## src/rtl/adam_mem_pause_seq.sv

```systemverilog
// Pauses NO_MEMS memories one at a time in ascending order, resumes them in descending order,
// and can pulse soft-resets while paused. Optional ack timeout: define ADAM_PAUSE_TIMEOUT_EN.
module adam_mem_pause_seq #(
    parameter int NO_MEMS     = 5,
    parameter int SRST_CYCLES = 4,
    parameter int TIMEOUT     = 1024
) (
    input  logic               clk,
    input  logic               rst,
    input  logic               pause_req,
    output logic               pause_ack,
    output logic [NO_MEMS-1:0] mem_pause_req,
    input  logic [NO_MEMS-1:0] mem_pause_ack,
    input  logic [NO_MEMS-1:0] srst_req,
    output logic [NO_MEMS-1:0] mem_srst,
    output logic               srst_done,
    output logic [NO_MEMS-1:0] timeout_err
);

    localparam int IDX_W = (NO_MEMS > 1) ? $clog2(NO_MEMS) : 1;
    localparam int SC_W  = $clog2(SRST_CYCLES + 1);
    localparam logic [IDX_W-1:0]   IDX_LAST = IDX_W'(NO_MEMS - 1);
    localparam logic [SC_W-1:0]    SC_LAST  = SC_W'(SRST_CYCLES - 1);
    localparam logic [NO_MEMS-1:0] ONE      = NO_MEMS'(1);

    typedef enum logic [2:0] {
        RUN,
        PAUSING,
        PAUSED,
        SRST,
        RESUMING
    } state_t;

    state_t             state_q, state_d;
    logic [IDX_W-1:0]   idx_q, idx_d;
    logic [NO_MEMS-1:0] req_q, req_d;
    logic               pause_ack_q, pause_ack_d;
    logic [NO_MEMS-1:0] srst_q, srst_d;
    logic               srst_done_q, srst_done_d;
    logic [SC_W-1:0]    scnt_q, scnt_d;
    logic [NO_MEMS-1:0] ack_shift;
    logic               ack_cur;
    logic               step_expired;

    // Shift rather than bit-select so the index width never exceeds the vector range.
    assign ack_shift = mem_pause_ack >> idx_q;
    assign ack_cur   = ack_shift[0];

    always_comb begin
        state_d     = state_q;
        idx_d       = idx_q;
        req_d       = req_q;
        pause_ack_d = pause_ack_q;
        srst_d      = srst_q;
        srst_done_d = 1'b0;
        scnt_d      = scnt_q;
        case (state_q)
            RUN: begin
                if (pause_req) begin
                    state_d = PAUSING;
                    idx_d   = '0;
                    req_d   = req_q | ONE;
                end
            end
            PAUSING: begin
                if (ack_cur || step_expired) begin
                    if (idx_q == IDX_LAST) begin
                        state_d     = PAUSED;
                        pause_ack_d = 1'b1;
                    end else begin
                        idx_d = idx_q + IDX_W'(1);
                        req_d = req_q | (ONE << idx_d);
                    end
                end
            end
            PAUSED: begin
                // Resume wins over a simultaneous soft-reset request.
                if (!pause_req) begin
                    state_d = RESUMING;
                    idx_d   = IDX_LAST;
                    req_d   = req_q & ~(ONE << IDX_LAST);
                end else if (|srst_req) begin
                    state_d = SRST;
                    srst_d  = srst_req;
                    scnt_d  = '0;
                end
            end
            SRST: begin
                if (scnt_q == SC_LAST) begin
                    state_d     = PAUSED;
                    srst_d      = '0;
                    srst_done_d = 1'b1;
                    scnt_d      = '0;
                end else begin
                    scnt_d = scnt_q + SC_W'(1);
                end
            end
            RESUMING: begin
                if (!ack_cur || step_expired) begin
                    if (idx_q == '0) begin
                        state_d     = RUN;
                        pause_ack_d = 1'b0;
                    end else begin
                        idx_d = idx_q - IDX_W'(1);
                        req_d = req_q & ~(ONE << idx_d);
                    end
                end
            end
            default: state_d = PAUSED;
        endcase
    end

    always_ff @(posedge clk) begin
        if (rst) begin
            state_q     <= PAUSED;
            idx_q       <= IDX_LAST;
            req_q       <= '1;
            pause_ack_q <= 1'b1;
            srst_q      <= '0;
            srst_done_q <= 1'b0;
            scnt_q      <= '0;
        end else begin
            state_q     <= state_d;
            idx_q       <= idx_d;
            req_q       <= req_d;
            pause_ack_q <= pause_ack_d;
            srst_q      <= srst_d;
            srst_done_q <= srst_done_d;
            scnt_q      <= scnt_d;
        end
    end

`ifdef ADAM_PAUSE_TIMEOUT_EN
    localparam int TO_W = $clog2(TIMEOUT + 1);
    localparam logic [TO_W-1:0] TO_LAST = TO_W'(TIMEOUT - 1);

    logic [TO_W-1:0]    wait_q, wait_d;
    logic [NO_MEMS-1:0] terr_q, terr_d;
    logic               to_hit;

    assign step_expired = (wait_q == TO_LAST);
    assign to_hit = step_expired &&
                    (((state_q == PAUSING) && !ack_cur) || ((state_q == RESUMING) && ack_cur));

    // The wait restarts whenever the step (state or index) moves on.
    always_comb begin
        wait_d = wait_q + TO_W'(1);
        if ((state_d != state_q) || (idx_d != idx_q) ||
            !((state_q == PAUSING) || (state_q == RESUMING))) begin
            wait_d = '0;
        end
        terr_d = terr_q;
        if (to_hit) begin
            terr_d = terr_q | (ONE << idx_q);
        end
    end

    always_ff @(posedge clk) begin
        if (rst) begin
            wait_q <= '0;
            terr_q <= '0;
        end else begin
            wait_q <= wait_d;
            terr_q <= terr_d;
        end
    end

    assign timeout_err = terr_q;
`else
    assign step_expired = 1'b0;
    assign timeout_err  = '0;
`endif

    assign pause_ack     = pause_ack_q;
    assign mem_pause_req = req_q;
    assign mem_srst      = srst_q;
    assign srst_done     = srst_done_q;

endmodule
```

## config.mk

```make
export PLATFORM = sky130hd
export DESIGN_NAME = adam_mem_pause_seq
export DESIGN_NICKNAME = d
export VERILOG_FILES = /design/src/rtl/adam_mem_pause_seq.sv
export SDC_FILE = /design/constraint.sdc
export NUM_CORES = 1
export LEC_CHECK = 0
export BUFFER_PORTS_ARGS = -buffer_cell sky130_fd_sc_hd__buf_2
export CAP_MARGIN = 20
export CELL_PAD_IN_SITES_DETAIL_PLACEMENT = 1
export CELL_PAD_IN_SITES_GLOBAL_PLACEMENT = 2
export CORE_ASPECT_RATIO = 2
export CORE_UTILIZATION = 25
export CTS_CLUSTER_SIZE = 10
export DETAILED_ROUTE_END_ITERATION = 10
export GPL_ROUTABILITY_DRIVEN = 0
export HOLD_SLACK_MARGIN = 0.02
export PLACE_DENSITY_LB_ADDON = 0.1
export SYNTH_ARGS = -nofsm -noshare
export SYNTH_HDL_FRONTEND = slang
export SYNTH_SLANG_ARGS = --single-unit
```

## constraint.sdc

```tcl
create_clock -name clk -period 2.25 [get_ports clk]
set_input_delay 0.225 -clock clk [delete_from_list [all_inputs] [get_ports clk]]
set_output_delay 0.225 -clock clk [all_outputs]
set_load 0.005 [all_outputs]
```

**Word level (Yosys, flattened, before mapping)**

Cells that the tools add are included.

- Output and inout port bits: 17
- Input bits: 13
- Register bits after elaboration: 21
- Logic and storage cells: 93

- $add $sub $neg: 3
- Bitwise gates (word level): 6
- Reduce and logical (&&, ||, !) cells: 17
- Muxes and demuxes: 37
- Equality and inequality tests: 18
- Shift-type cells: 3

Operators with widths:

| kind | number |
|---|---|
| $mux 3 | 17 |
| $mux 5 | 8 |
| $reduce_and 7->1 | 5 |
| $ne 2x2->1 const B | 11 |
| $pmux 5 s4 | 1 |
| $pmux 3 s5 | 1 |
| $pmux 3 s4 | 1 |
| $pmux 5 s2 | 1 |
| $shl 1x3->5 const A | 2 |
| $eq 3x2->1 const B | 3 |
| $add 3x1->3 const B | 2 |
| $eq 3x3->1 const B | 2 |
| $logic_not 3->1 | 2 |
| $mux 1 | 6 |
| $pmux 3 s2 | 1 |
| $reduce_bool 3->1 | 2 |
| $and 5x5->5 | 1 |
| $not 5->5 | 1 |
| $or 5x5->5 | 1 |
| $reduce_and 5->1 | 1 |
| $reduce_or 5->1 | 1 |
| $shr 5x3->1 | 1 |
| $reduce_and 4->1 | 1 |
| $reduce_bool 2->1 | 2 |
| 8 further kinds | 10 |

**Depth between registers and ports, before layout**

Gate-level depths: netlist (run 1).

- Word-level depth: 7
- Mapped depth: 9
- Mapped depth without buffers: 7

**Worst setup path after synthesis (run 1)**

OpenSTA, ideal clock, no wires.

- Kind: reg-to-reg
- From: register idx_q[0]
- To: register req_q[4] (netlist: mem_pause_req[4])
- Setup slack: 0.084 ns
- Arrival: 2.047 ns
- Path buffers: 1
- Setup time: 0.120 ns
- Required time: 2.130 ns
- Cell stages (with the launch flop): 8
- Clock period less this slack: 2.166 ns
- Cells stage by stage: dfxtp_1 inv_1 ha_1 buf_2 a311o_1 a221oi_2 o211ai_1 a211o_1

- Longest elaborated chain between the ends: 7
- Elaborated cells between the ends (all ways): 20
- Classes of those cells: 2 x add/sub; 5 x eq/ne; 3 x shift; 5 x mux; 3 x bitwise; 2 x reduce/logical

RTL lines:

| element | line | source |
|---|---|---|
| from (decl) | 35 | `logic [IDX_W-1:0] idx_q, idx_d;` |
| from (signal assigned) | 124 | `idx_q <= idx_d;` |
| $sub 3x1->3 | 104 | `idx_d = idx_q - IDX_W'(1);` |
| $shl 1x3->5 | 105 | `req_d = req_q & ~(ONE << idx_d);` |
| $not 5->5 | 105 |  |
| $and 5x5->5 | 105 |  |
| $mux 5 | 100 | `if (idx_q == '0) begin` |
| $mux 5 | 99 | `if (!ack_cur \|\| step_expired) begin` |
| $pmux 5 s4 | 57 | `case (state_q)` |
| to (signal assigned) | 125 | `req_q <= req_d;` |
| to (decl) | 36 | `logic [NO_MEMS-1:0] req_q, req_d;` |

Parallel ways exist; a longest one is shown, timed or not. The select of a mux whose other input is x is not followed.
A chain may end at the register's enable or synchronous reset.

**Final worst setup path (run 1)**

- From: register idx_q[0]
- To: register idx_q[1]

- Longest elaborated chain between the ends: 4
- Elaborated cells between the ends (all ways): 15
- Classes of those cells: 2 x add/sub; 5 x eq/ne; 1 x shift; 5 x mux; 2 x reduce/logical

RTL lines:

| element | line |
|---|---|
| $sub 3x1->3 or $add 3x1->3 (tied branches) | 104, 71 |
| $mux 3 (on tied branches) | 100, 67 |
| $mux 3 (on tied branches) | 99, 66 |
| $pmux 3 s4 | 57 |

Parallel ways exist; a longest one is shown, timed or not. The select of a mux whose other input is x is not followed.

==> impl_results.md, run 1 <==
* Cell Rows at 38
* Worst path arrival time at between 2000 and 2500 ps
* Startpoint Class: flip-flop
* CP Capture Type: flip-flop
* Synthesized area per cell at approximately 8.6 um2
* Count leader, synth: dfxtp_1
* Worst-margin pin slew at ~550 ps
* # diodes at 0
* Fin crit period at 2100 ps
* Largest net degree at the start of global routing at 18
* Number of distinct library cells after synthesis at slightly above 50
* Final wirelength at roughly 4800 um
* Worst skew pair latency at 270 ps
* Clock Sinks at 21
* Port Buffers at 24
* Cells after synthesis at between 150 and 200
* Via/cell ratio at about 5.5
* Dpl hpwl at around 4000 um
* CTS tree: done
* Core ar. at roughly 0.0055 mm2
* Total GRT Usage at between 10% and 20%
* Antenna violations before repair at 0
* Pleak at approximately 0.69 nW
* Layout area overhead at 17.7%
* Fmax at 476 MHz
* H-tree depth at 1
* Setup Total Neg Slack at 0 ps
* Synth top area share at between 20 and 30%
* Vias in the first global route at 1529
* IO Pins at 30
* Worst vdd ir at approximately 0.29 mV
* Worst clock skew at about 7 ps
* Final Max Slew Viols at 0
* Crit-path slowest cell: dfxtp_1
* First-pass GRT wire length at between 7000 and 8000 um
* Register area share after synthesis at between 20% and 30%
* Layout cells sized above 1 at 24.9%
* Hold Vio Cnt, Final at 0
* Initial DRT Pass Iterations at 4
* Yosys warnings at 0
* Synth area leader: dfxtp_1
* Ys flop type: dfxtp_1
* Root buf cell: clkbuf_8
* Main area contributors after synthesis: dfxtp_1, ha_1, buf_4
* Grt ovf at 0
* Clock tree buffer depth at 2
* HP Class: input pin to flip-flop
* RSZ-0062 raised after global routing: no
* Worst-path maximum fanout at 6
* Post-synth EDFFs at 0
* Pwr Density at roughly 670 mW/mm2
* Crit-path max cell delay at around 430 ps
* Initial DRC Count at 22
* Outcome: finished, final reports clean
* Hold_buf cts at 0
* Vias at 1410
* DRC at 0
* Max Cap Viol at 0
* Die ar. at 0.00608 mm2
* List of most frequent post-synthesis cells: dfxtp_1, nor2_1, nand2_1, buf_4, ha_1
* WP data required at between 2000 and 2500 ps
* Clk pin slew, worst setup/hold paths at ~90 ps
* Worst-path cell chain: inv_1, ha_1, a311o_1, a221oi_2, buf_4, o221ai_1, o311a_1
* Setup violators final at 0
* Routed Antenna Nets at 0
* Post CTS Setup Buffer Count at 0
* Ys async rst share at 0%
* #FFs+latches synth at 21
* Synthesized cell area at 0.00144 mm2
* PostCTS Resize Cnt at 0
* Relative slew slack at 63.4%
* Total power at approximately 0.0011 W
* DIE HEIGHT at approximately 110 um
* Final period util at 93.4%
* Crit path kind: flip-flop to flip-flop
* Die W at 55.6 um
* WL per Instance at around 19 um
* Hold_ws at between 150 and 200 ps
* Total Nets Final at around 220
* Initial Util at between 20% and 30%
* Num CTS Buffers at 3
-- path summary, 6_finish.rpt --
check,startpoint,to,slack (ps),depth (start not counted)
worst min-delay path,srst_req[3],mem_srst[3]$_SDFFE_PP0P_,180,2
worst max-delay path,idx_q[0]$_SDFFE_PP0P_,idx_q[1]$_SDFFE_PP0P_,150,7
worst max register to register,idx_q[0]$_SDFFE_PP0P_,idx_q[1]$_SDFFE_PP0P_,150,7
worst min register to register,scnt_q[2]$_SDFFE_PP0P_,scnt_q[2]$_SDFFE_PP0P_,480,1
-- cell families (layout without fill, tap and decap cells) --
| logic type | count (synthesis) | after routing | synth area share, % |
|---|---|---|---|
| compound gates | 47 | 47 | 27.0 |
| simple gates | 62 | 62 | 22.9 |
| fa+ha+maj | 7 | 7 | 6.09 |
| other cells | 1 | 5 | 0.261 |
| xor+xnor | 3 | 3 | 1.83 |
| mux | 5 | 5 | 4.35 |
| buf+inv | 22 | 47 | 8.43 |
| flops | 21 | 21 | 29.2 |
-- final cells by class --
type / instances / area [um2]
Sequential cell: 21 / 420
Multi-Input combinational cell: 129 / 912
Clock buffer: 3 / 41.3
Fill cell: 658 / 3770
Tap cell: 60 / 75.1
Inverter: 6 / 22.5
Clock inverter: 1 / 5.00
Timing Repair Buffer: 37 / 218
-- metal layers --
| layer | share of wire, % | track usage [%] | up-vias |
|---|---|---|---|
| met4 | 4.1 | 9.64 | 0 |
| met5 | 0 | 0 | - |
| met2 | 59 | 34.8 | 31 |
| met3 | 1.8 | 1.18 | 12 |
| met1 | 35 | 15.7 | 697 |
| li1 | - | - | 670 |
-- per-stage QoR --
stage	util, %	setup WS, ps	area, um2	cells
finish	31.0	148	1690	257
floorplan	-	83.5	1450	172
global placement	30.1	211	1650	253
CTS	31.0	146	1690	257
detailed placement	30.1	169	1650	253
global route	31.0	28.5	1690	257
-- where the power goes --
part | switching, W | internal [W]
sequential | 0.0000397 | 0.000402
clock | 0.000140 | 0.000124
combinational | 0.000247 | 0.000182
total | 0.000427 | 0.000708
-- cells in the final DEF, fill, tap and decap left out, types with 2 or more instances in the layout --
cell type | netlist | layout
o21ai_0 | 4 | 4
buf_2 | 4 | 24
a221o_1 | 2 | 2
conb_1 | 1 | 5
o22a_1 | 2 | 2
o211ai_1 | 4 | 4
nor2b_1 | 2 | 2
clkbuf_8 | 0 | 3
nor3b_1 | 5 | 5
inv_1 | 6 | 6
dfxtp_1 | 21 | 21
nand2_1 | 12 | 12
o311a_1 | 2 | 2
nand3_1 | 5 | 5
ha_1 | 7 | 7
nand4_1 | 3 | 3
xnor2_1 | 2 | 2
o2bb2ai_1 | 2 | 2
nor3_1 | 5 | 5
o21a_1 | 2 | 2
buf_4 | 9 | 13
mux2i_1 | 4 | 4
a21oi_1 | 6 | 6
nor2_1 | 17 | 17
o31ai_1 | 2 | 2
nand2b_1 | 4 | 4
o221ai_1 | 2 | 2
nand3b_1 | 2 | 2
a211o_1 | 2 | 2
a22o_1 | 5 | 5
-- worst max-delay path: cells and delay by family (launching register included) --
kind	cells	cell delay, ps
AO/OA/AOI/OAI	4	940
flip-flops	1	430
buffers and inverters	2	320
adder cells (fa/ha/maj)	1	300
-- sequential cells by signal (all words and copies together), names as in the netlist --
signal and count:
pause_ack 1, srst_done 1, mem_pause_req 5, mem_srst 5, scnt_q 3, state_q 3, idx_q 3
Note: power is estimated with default switching activity, not from simulation.
==> run 2: changes to the inputs <==
Settings changed: CORE_UTILIZATION 25 to 29.
==> run 2 against run 1 <==
  * Final cell count shrank 2.3%
  * Die area shrank 13%
  * Wire length shrank 4.8%
  * Global-route usage grew 2.4 points
  * Fmax grew 0.71%
  * Sequential share of layout area grew 0.20 points
  * Setup slack gained 15 ps
  * Non-clock buffer count shrank 1
  * Critical path type unchanged
==> impl_results.md, run 2 (same netlist as run 1, synthesis figures left out) <==
* Outcome: finished, final reports clean (unchanged)
* Worst Path Buf+Inv at 1 (was 2)
* Vias in the first global route at 1494 (was 1529)
* Total GRT Usage at 19.2% (was 16.9%)
* Via/cell ratio at 5.53 (was 5.49)
* Cell Rows at 35 (was 38)
* PostCTS Resize Cnt at 0 (unchanged)
* Crit-path slowest cell: dfxtp_1 (unchanged)
* Hold Vio Cnt, Final at 0 (unchanged)
* Post CTS Setup Buffer Count at 0 (unchanged)
* Dpl hpwl at 3780 um (was 3980 um)
* Die W at 51.8 um (was 55.6 um)
* Total Nets Final at 217 (was 218)
* Vias at 1388 (was 1410)
* Relative slew slack at 58.4% (was 63.4%)
* CTS tree: done (unchanged)
* Die ar. at 0.00526 mm2 (was 0.00608 mm2)
* FF-to-FF path depth at 6 (was 7)
* Pleak at 0.686 nW (was 0.691 nW)
* Core ar. at 0.00469 mm2 (was 0.00547 mm2)
* Most common cell after layout, fill and taps aside: buf_2 (unchanged)
* Worst path arrival time at 2240 ps (was 2260 ps)
* Pwr Density at 669 mW/mm2 (was 670 mW/mm2)
* Final wirelength at 4590 um (was 4820 um)
* Crit path kind: flip-flop to flip-flop (unchanged)
* Layout area overhead at 16.8% (was 17.7%)
* Root buf cell: clkbuf_8 (unchanged)
* Worst vdd ir at 0.312 mV (was 0.287 mV)
* H-tree depth at 1 (unchanged)
* Final Max Slew Viols at 0 (unchanged)
* Hold_buf cts at 0 (unchanged)
* Commonest cells after routing, fill and taps aside: buf_2, dfxtp_1, nor2_1 (unchanged)
* Hold depth at 2 (unchanged)
* Clk pin slew, worst setup/hold paths at 80 ps (was 90 ps)
* Hold_ws at 182 ps (was 177 ps)
* WP data required at 2400 ps (was 2410 ps)
* First-pass GRT wire length at 7400 um (was 7780 um)
* CP delay by family, top: compound AO/OA/AOI/OAI gates (unchanged)
* Setup Total Neg Slack at 0 ps (unchanged)
* Crit path depth at 6 (was 7)
* Startpoint Class: flip-flop (unchanged)
* Worst-path cell chain: inv_1, ha_1, a311o_1, a221oi_2, o211ai_1, a211o_1 (was inv_1, ha_1, a311o_1, a221oi_2, buf_4, o221ai_1, o311a_1)
* Fillers at 582 (was 658)
* Antenna violations before repair at 0 (unchanged)
* DP Worst Slack at 165 ps (was 169 ps)
* Fmax at 479 MHz (was 476 MHz)
* HP Class: input pin to flip-flop (unchanged)
* Initial Util at 30.7% (was 26.3%)
* Max Cap Viol at 0 (unchanged)
* Worst-path maximum fanout at 6 (unchanged)
* Min-delay src: srst_req[1] (was srst_req[3])
* Clock tree buffer depth at 2 (unchanged)
* Worst-margin pin slew at 623 ps (was 548 ps)
* Fin crit period at 2090 ps (was 2100 ps)
* DRC at 0 (unchanged)
* Reg2reg setup slack at 160 ps (was 150 ps)
* Reg2reg start: idx_q[0]$_SDFFE_PP0P_ (unchanged)
* Layout cells sized above 1 at 24.5% (was 24.9%)
* Worst Setup SP: idx_q[0]$_SDFFE_PP0P_ (unchanged)
* Initial DRC Count at 32 (was 22)
* Port Buffers at 24 (unchanged)
* Crit-path max cell delay at 420 ps (was 430 ps)
* Clock Sinks at 21 (unchanged)
* Worst clock skew at 3.05 ps (was 6.87 ps)
* Initial DRT Pass Iterations at 4 (unchanged)
* Setup violators final at 0 (unchanged)
* Post-route worst setup slack at 163 ps (was 148 ps)
* Grt ovf at 0 (unchanged)
* Largest net degree at the start of global routing at 18 (unchanged)
* Final period util at 92.7% (was 93.4%)
* # diodes at 0 (unchanged)
* Worst skew pair latency at 260 ps (was 270 ps)
* DIE HEIGHT at 102 um (was 109 um)
* WL per Instance at 18.3 um (was 18.8 um)
* Num CTS Buffers at 3 (unchanged)
* RSZ-0062 raised after global routing: no (unchanged)
* IO Pins at 30 (unchanged)
* Routed Antenna Nets at 0 (unchanged)
* CP Capture Type: flip-flop (unchanged)
[run 2: changes by cell type in the layout (fill, tap and decap cells not counted)]
cell   previous run  this run
buf_4            13        12
[run 2: worst register-to-register path, stage by stage (launching register included)]
cell      delay [ps]
dfxtp_1          420
inv_1            150
ha_1             290
a311o_1          380
a221oi_2         290
o211ai_1         140
a211o_1          310
[run 2: worst paths after layout]
| kind | endpoint |
|---|---|
| worst max register to register | mem_pause_req[4]$_SDFFE_PP1P_ |
| worst min-delay path | mem_srst[1]$_SDFFE_PP0P_ |
| worst min register to register | mem_srst[1]$_SDFFE_PP0P_ |
| worst max-delay path | mem_pause_req[4]$_SDFFE_PP1P_ |
[run 2: cell type report]
cell class	instances	area, um2	area share, %
well taps	55	68.8	4.10
multi-input cells	129	912	54.3
repair buffers	36	210	12.5
flip-flops and latches	21	420	25.0
clock buffers	3	41.3	2.46
clock inverters	1	5.00	0.298
inverters	6	22.5	1.34
[run 2: stage by stage]
stage	instance area (um2)	utilization, %	cells	total power (W)
after floorplan	1450	-	172	0.000727
after global placement	1630	34.9	247	0.000874
after detailed placement	1630	34.9	247	0.000877
after CTS	1680	35.9	251	0.00114
after global routing	1680	35.9	251	0.00120
final	1680	35.9	251	0.00113
[run 2: power by group]
part / internal, W / switching (W)
registers: 0.000402 / 0.0000447
clock network: 0.000124 / 0.000133
logic: 0.000185 / 0.000237
[run 2: layer usage]
layer / GRT usage, % / wire, um / vias to the layer above
met2: 39.3 / 2710 / 28
met1: 18.1 / 1670 / 684
li1: - / - / 669
met5: 0 / 0 / -
met3: 1.35 / 82 / 7
met4: 8.52 / 132 / 0
==> run 3: changes to the inputs <==
Settings changed: ABC_AREA from default to 1, CORE_UTILIZATION 29 to 26.
==> run 3 against run 2 <==
  * Sequential share of layout area rose by 0.55 points
  * Sequential power rose by 30%
  * Via count rose by 5.5%
  * Wire length fell by 6.0%
  * Global-route usage fell by 1.9 points
  * Critical endpoint is now mem_pause_req[2]$_SDFFE_PP1P_
  * Largest power group is now combinational cells
==> impl_results.md, run 3 <==
* Outcome: finished, final reports clean (unchanged)
* Worst-path maximum fanout at 11 (was 6)
* Vias in the first global route at 1522 (was 1494)
* CP Capture Type: flip-flop (unchanged)
* H-tree depth at 1 (unchanged)
* Total power at 0.00194 W (was 0.00113 W)
* Via/cell ratio at 4.82 (was 5.53)
* Final Max Slew Viols at 0 (unchanged)
* Cell Rows at 37 (was 35)
* DRC at 0 (unchanged)
* Vias at 1465 (was 1388)
* Synth area leader: dfxtp_1 (unchanged)
* Routed Antenna Nets at 0 (unchanged)
* Clock tree buffer depth at 2 (unchanged)
* Worst skew pair latency at 270 ps (was 260 ps)
* Number of distinct library cells after synthesis at 29 (was 51)
* Setup Total Neg Slack at 0 ps (unchanged)
* RSZ-0062 raised after global routing: no (unchanged)
* First-pass GRT wire length at 7180 um (was 7400 um)
* Fin area at 0.00164 mm2 (was 0.00168 mm2)
* Initial DRT Pass Iterations at 3 (was 4)
* Fin crit period at 1830 ps (was 2090 ps)
* Final Util at 31.4% (was 35.9%)
* DIE HEIGHT at 107 um (was 102 um)
* Hold Vio Cnt, Final at 0 (unchanged)
* Die ar. at 0.00582 mm2 (was 0.00526 mm2)
* Startpoint Class: flip-flop (unchanged)
* Total Nets Final at 267 (was 217)
* Cell mode on critical path: nand2_1
* Fmax at 546 MHz (was 479 MHz)
* Synth top area share at 29.4% (was 29.2%)
* Ys flop type: dfxtp_1 (unchanged)
* Layout area overhead at 14.9% (was 16.8%)
* Met3 routed WL at 97 um (was 82 um)
* Core ar. at 0.00523 mm2 (was 0.00469 mm2)
* Most common cell after layout, fill and taps aside: nand2_1 (was buf_2)
* Port Buffers at 24 (unchanged)
* Crit-path max cell delay at 450 ps (was 420 ps)
* Worst-path cell chain: inv_2, nand2_1, nand3_1, nand2_1, nand2_1, nand3_1, nand2_1, nand2_1, clkinv_1, nand2_1, nand3_1 (was inv_1, ha_1, a311o_1, a221oi_2, o211ai_1, a211o_1)
* #FFs+latches synth at 21 (unchanged)
* Worst Path Buf+Inv at 2 (was 1)
* Clock Sinks at 21 (unchanged)
* Hold_buf cts at 0 (unchanged)
* Grt ovf at 0 (unchanged)
* Initial Util at 27.4% (was 30.7%)
* Ys async rst share at 0% (unchanged)
* DR WL met2 at 2650 um (was 2710 um)
* M1 wire length at 1450 um (was 1670 um)
* Final period util at 81.3% (was 92.7%)
* Setup violators final at 0 (unchanged)
* Max Cap Viol at 0 (unchanged)
* WL per Instance at 14.2 um (was 18.3 um)
* Root buf cell: clkbuf_8 (unchanged)
* Worst path arrival time at 1990 ps (was 2240 ps)
* Dpl hpwl at 3660 um (was 3780 um)
* Placed Area at 0.00160 mm2 (was 0.00163 mm2)
* PostCTS Resize Cnt at 0 (unchanged)
* WP data required at 2410 ps (was 2400 ps)
* # diodes at 0 (unchanged)
* Num CTS Buffers at 3 (unchanged)
* List of most frequent post-synthesis cells: nand2_1, inv_1, nand3_1, dfxtp_1, nor2_1 (was dfxtp_1, nor2_1, nand2_1, buf_4, ha_1)
* Count leader, synth: nand2_1 (was dfxtp_1)
* Final wirelength at 4310 um (was 4590 um)
* Register area share after synthesis at 29.4% (was 29.2%)
* Worst clock skew at 1.56 ps (was 3.05 ps)
* Initial DRC Count at 7 (was 32)
* Crit-path slowest cell: dfxtp_1 (unchanged)
* Post-synth EDFFs at 0 (unchanged)
* Die W at 54.5 um (was 51.8 um)
* HP Class: input pin to flip-flop (unchanged)
* Pleak at 0.872 nW (was 0.686 nW)
* Crit path kind: flip-flop to flip-flop (unchanged)
* CTS tree: done (unchanged)
* Largest net degree at the start of global routing at 13 (was 18)
* Clk pin slew, worst setup/hold paths at 80 ps (about the same)
* IO Pins at 30 (unchanged)
* Synthesized area per cell at 6.51 um2 (was 8.56 um2)
* Layout cells sized above 1 at 21.5% (was 24.5%)
* Yosys warnings at 0 (unchanged)
* Total GRT Usage at 17.3% (was 19.2%)
* Worst vdd ir at 0.353 mV (was 0.312 mV)
* CP delay by family, top: simple AND/OR/NAND/NOR gates (was compound AO/OA/AOI/OAI gates)
* Antenna violations before repair at 0 (unchanged)
* Pwr Density at 1180 mW/mm2 (was 669 mW/mm2)
* Main area contributors after synthesis: dfxtp_1, nand2_1, inv_1 (was dfxtp_1, ha_1, buf_4)
* Synthesized cell area at 0.00143 mm2 (was 0.00144 mm2)
* Highest routing layer actually used: met4 (unchanged)
* Cells after synthesis at 220 (was 168)
* Post CTS Setup Buffer Count at 0 (unchanged)
* Commonest cells after routing, fill and taps aside: nand2_1, inv_1, nand3_1, buf_2, dfxtp_1 (was buf_2, dfxtp_1, nor2_1)
[run 3: cell types whose count changed in the layout (fill, tap and decap cells not counted), sizes merged, moves of 5 or more]
cell | before | now
nand3 | 5 | 25
nand4 | 3 | 10
o21ai | 4 | 13
nor3b | 5 | 0
buf | 36 | 25
nand2 | 12 | 58
a22o | 5 | 0
inv | 6 | 41
[run 3: worst reg2reg max path, delay by kind of cell (launching register included)]
family | cells | cell delay (ps)
buffers and inverters | 2 | 260
DFF | 1 | 450
and+or+nand+nor | 9 | 1010
[run 3: stage by stage]
step	cells	hold WS [ps]	setup slack, ps
after detailed placement	300	450	392
after floorplan	224	294	809
final	304	165	420
after global placement	300	438	434
after CTS	304	158	381
after global routing	304	183	167
[run 3: worst paths after layout]
check                    startpoint                            end  slack [ps]  cells past startpoint
max reg2reg   idx_q[0]$_SDFFE_PP0P_  mem_pause_req[2]$_SDFFE_PP1P_         420                     11
max           idx_q[0]$_SDFFE_PP0P_  mem_pause_req[2]$_SDFFE_PP1P_         420                     11
min                             rst       mem_srst[1]$_SDFFE_PP0P_         160                      2
min reg2reg  pause_ack$_SDFFE_PP1P_         pause_ack$_SDFFE_PP1P_         460                      2
[run 3: cells by family (layout without fill, tap and decap cells)]
logic type / Yosys count / count (layout) / share of synthesized area, %
xor gates and xnor gates: 1 / 1 / 0.612
adders and majority gates: 7 / 7 / 6.12
other: 1 / 5 / 0.262
and+or+nand+nor: 117 / 117 / 39.7
buffers and inverters: 49 / 71 / 14.4
DFF: 21 / 21 / 29.4
AOI/OAI and AO/OA: 24 / 24 / 9.53
[run 3: area by class of cell]
| type | count | area, um2 |
|---|---|---|
| multi-input cells | 154 | 820 |
| flip-flops and latches | 21 | 420 |
| well taps | 58 | 72.6 |
| clock inverters | 1 | 5.00 |
| fillers | 714 | 3590 |
| repair buffers | 25 | 128 |
| inverters | 42 | 158 |
| clock buffers | 3 | 41.3 |
[run 3: where the power goes]
group | internal (W) | total [W] | switching [W] | leakage (nW)
combinational | 0.000380 | 0.00109 | 0.000712 | 0.675
sequential | 0.000468 | 0.000579 | 0.000111 | 0.172
clock | 0.000124 | 0.000267 | 0.000143 | 0.0255
[run 3: layer usage]
metal	vias to the layer above	global-route usage [%]
met5	-	0
met4	0	8.24
met3	8	1.99
met2	26	34.0
met1	688	15.8
li1	743	-
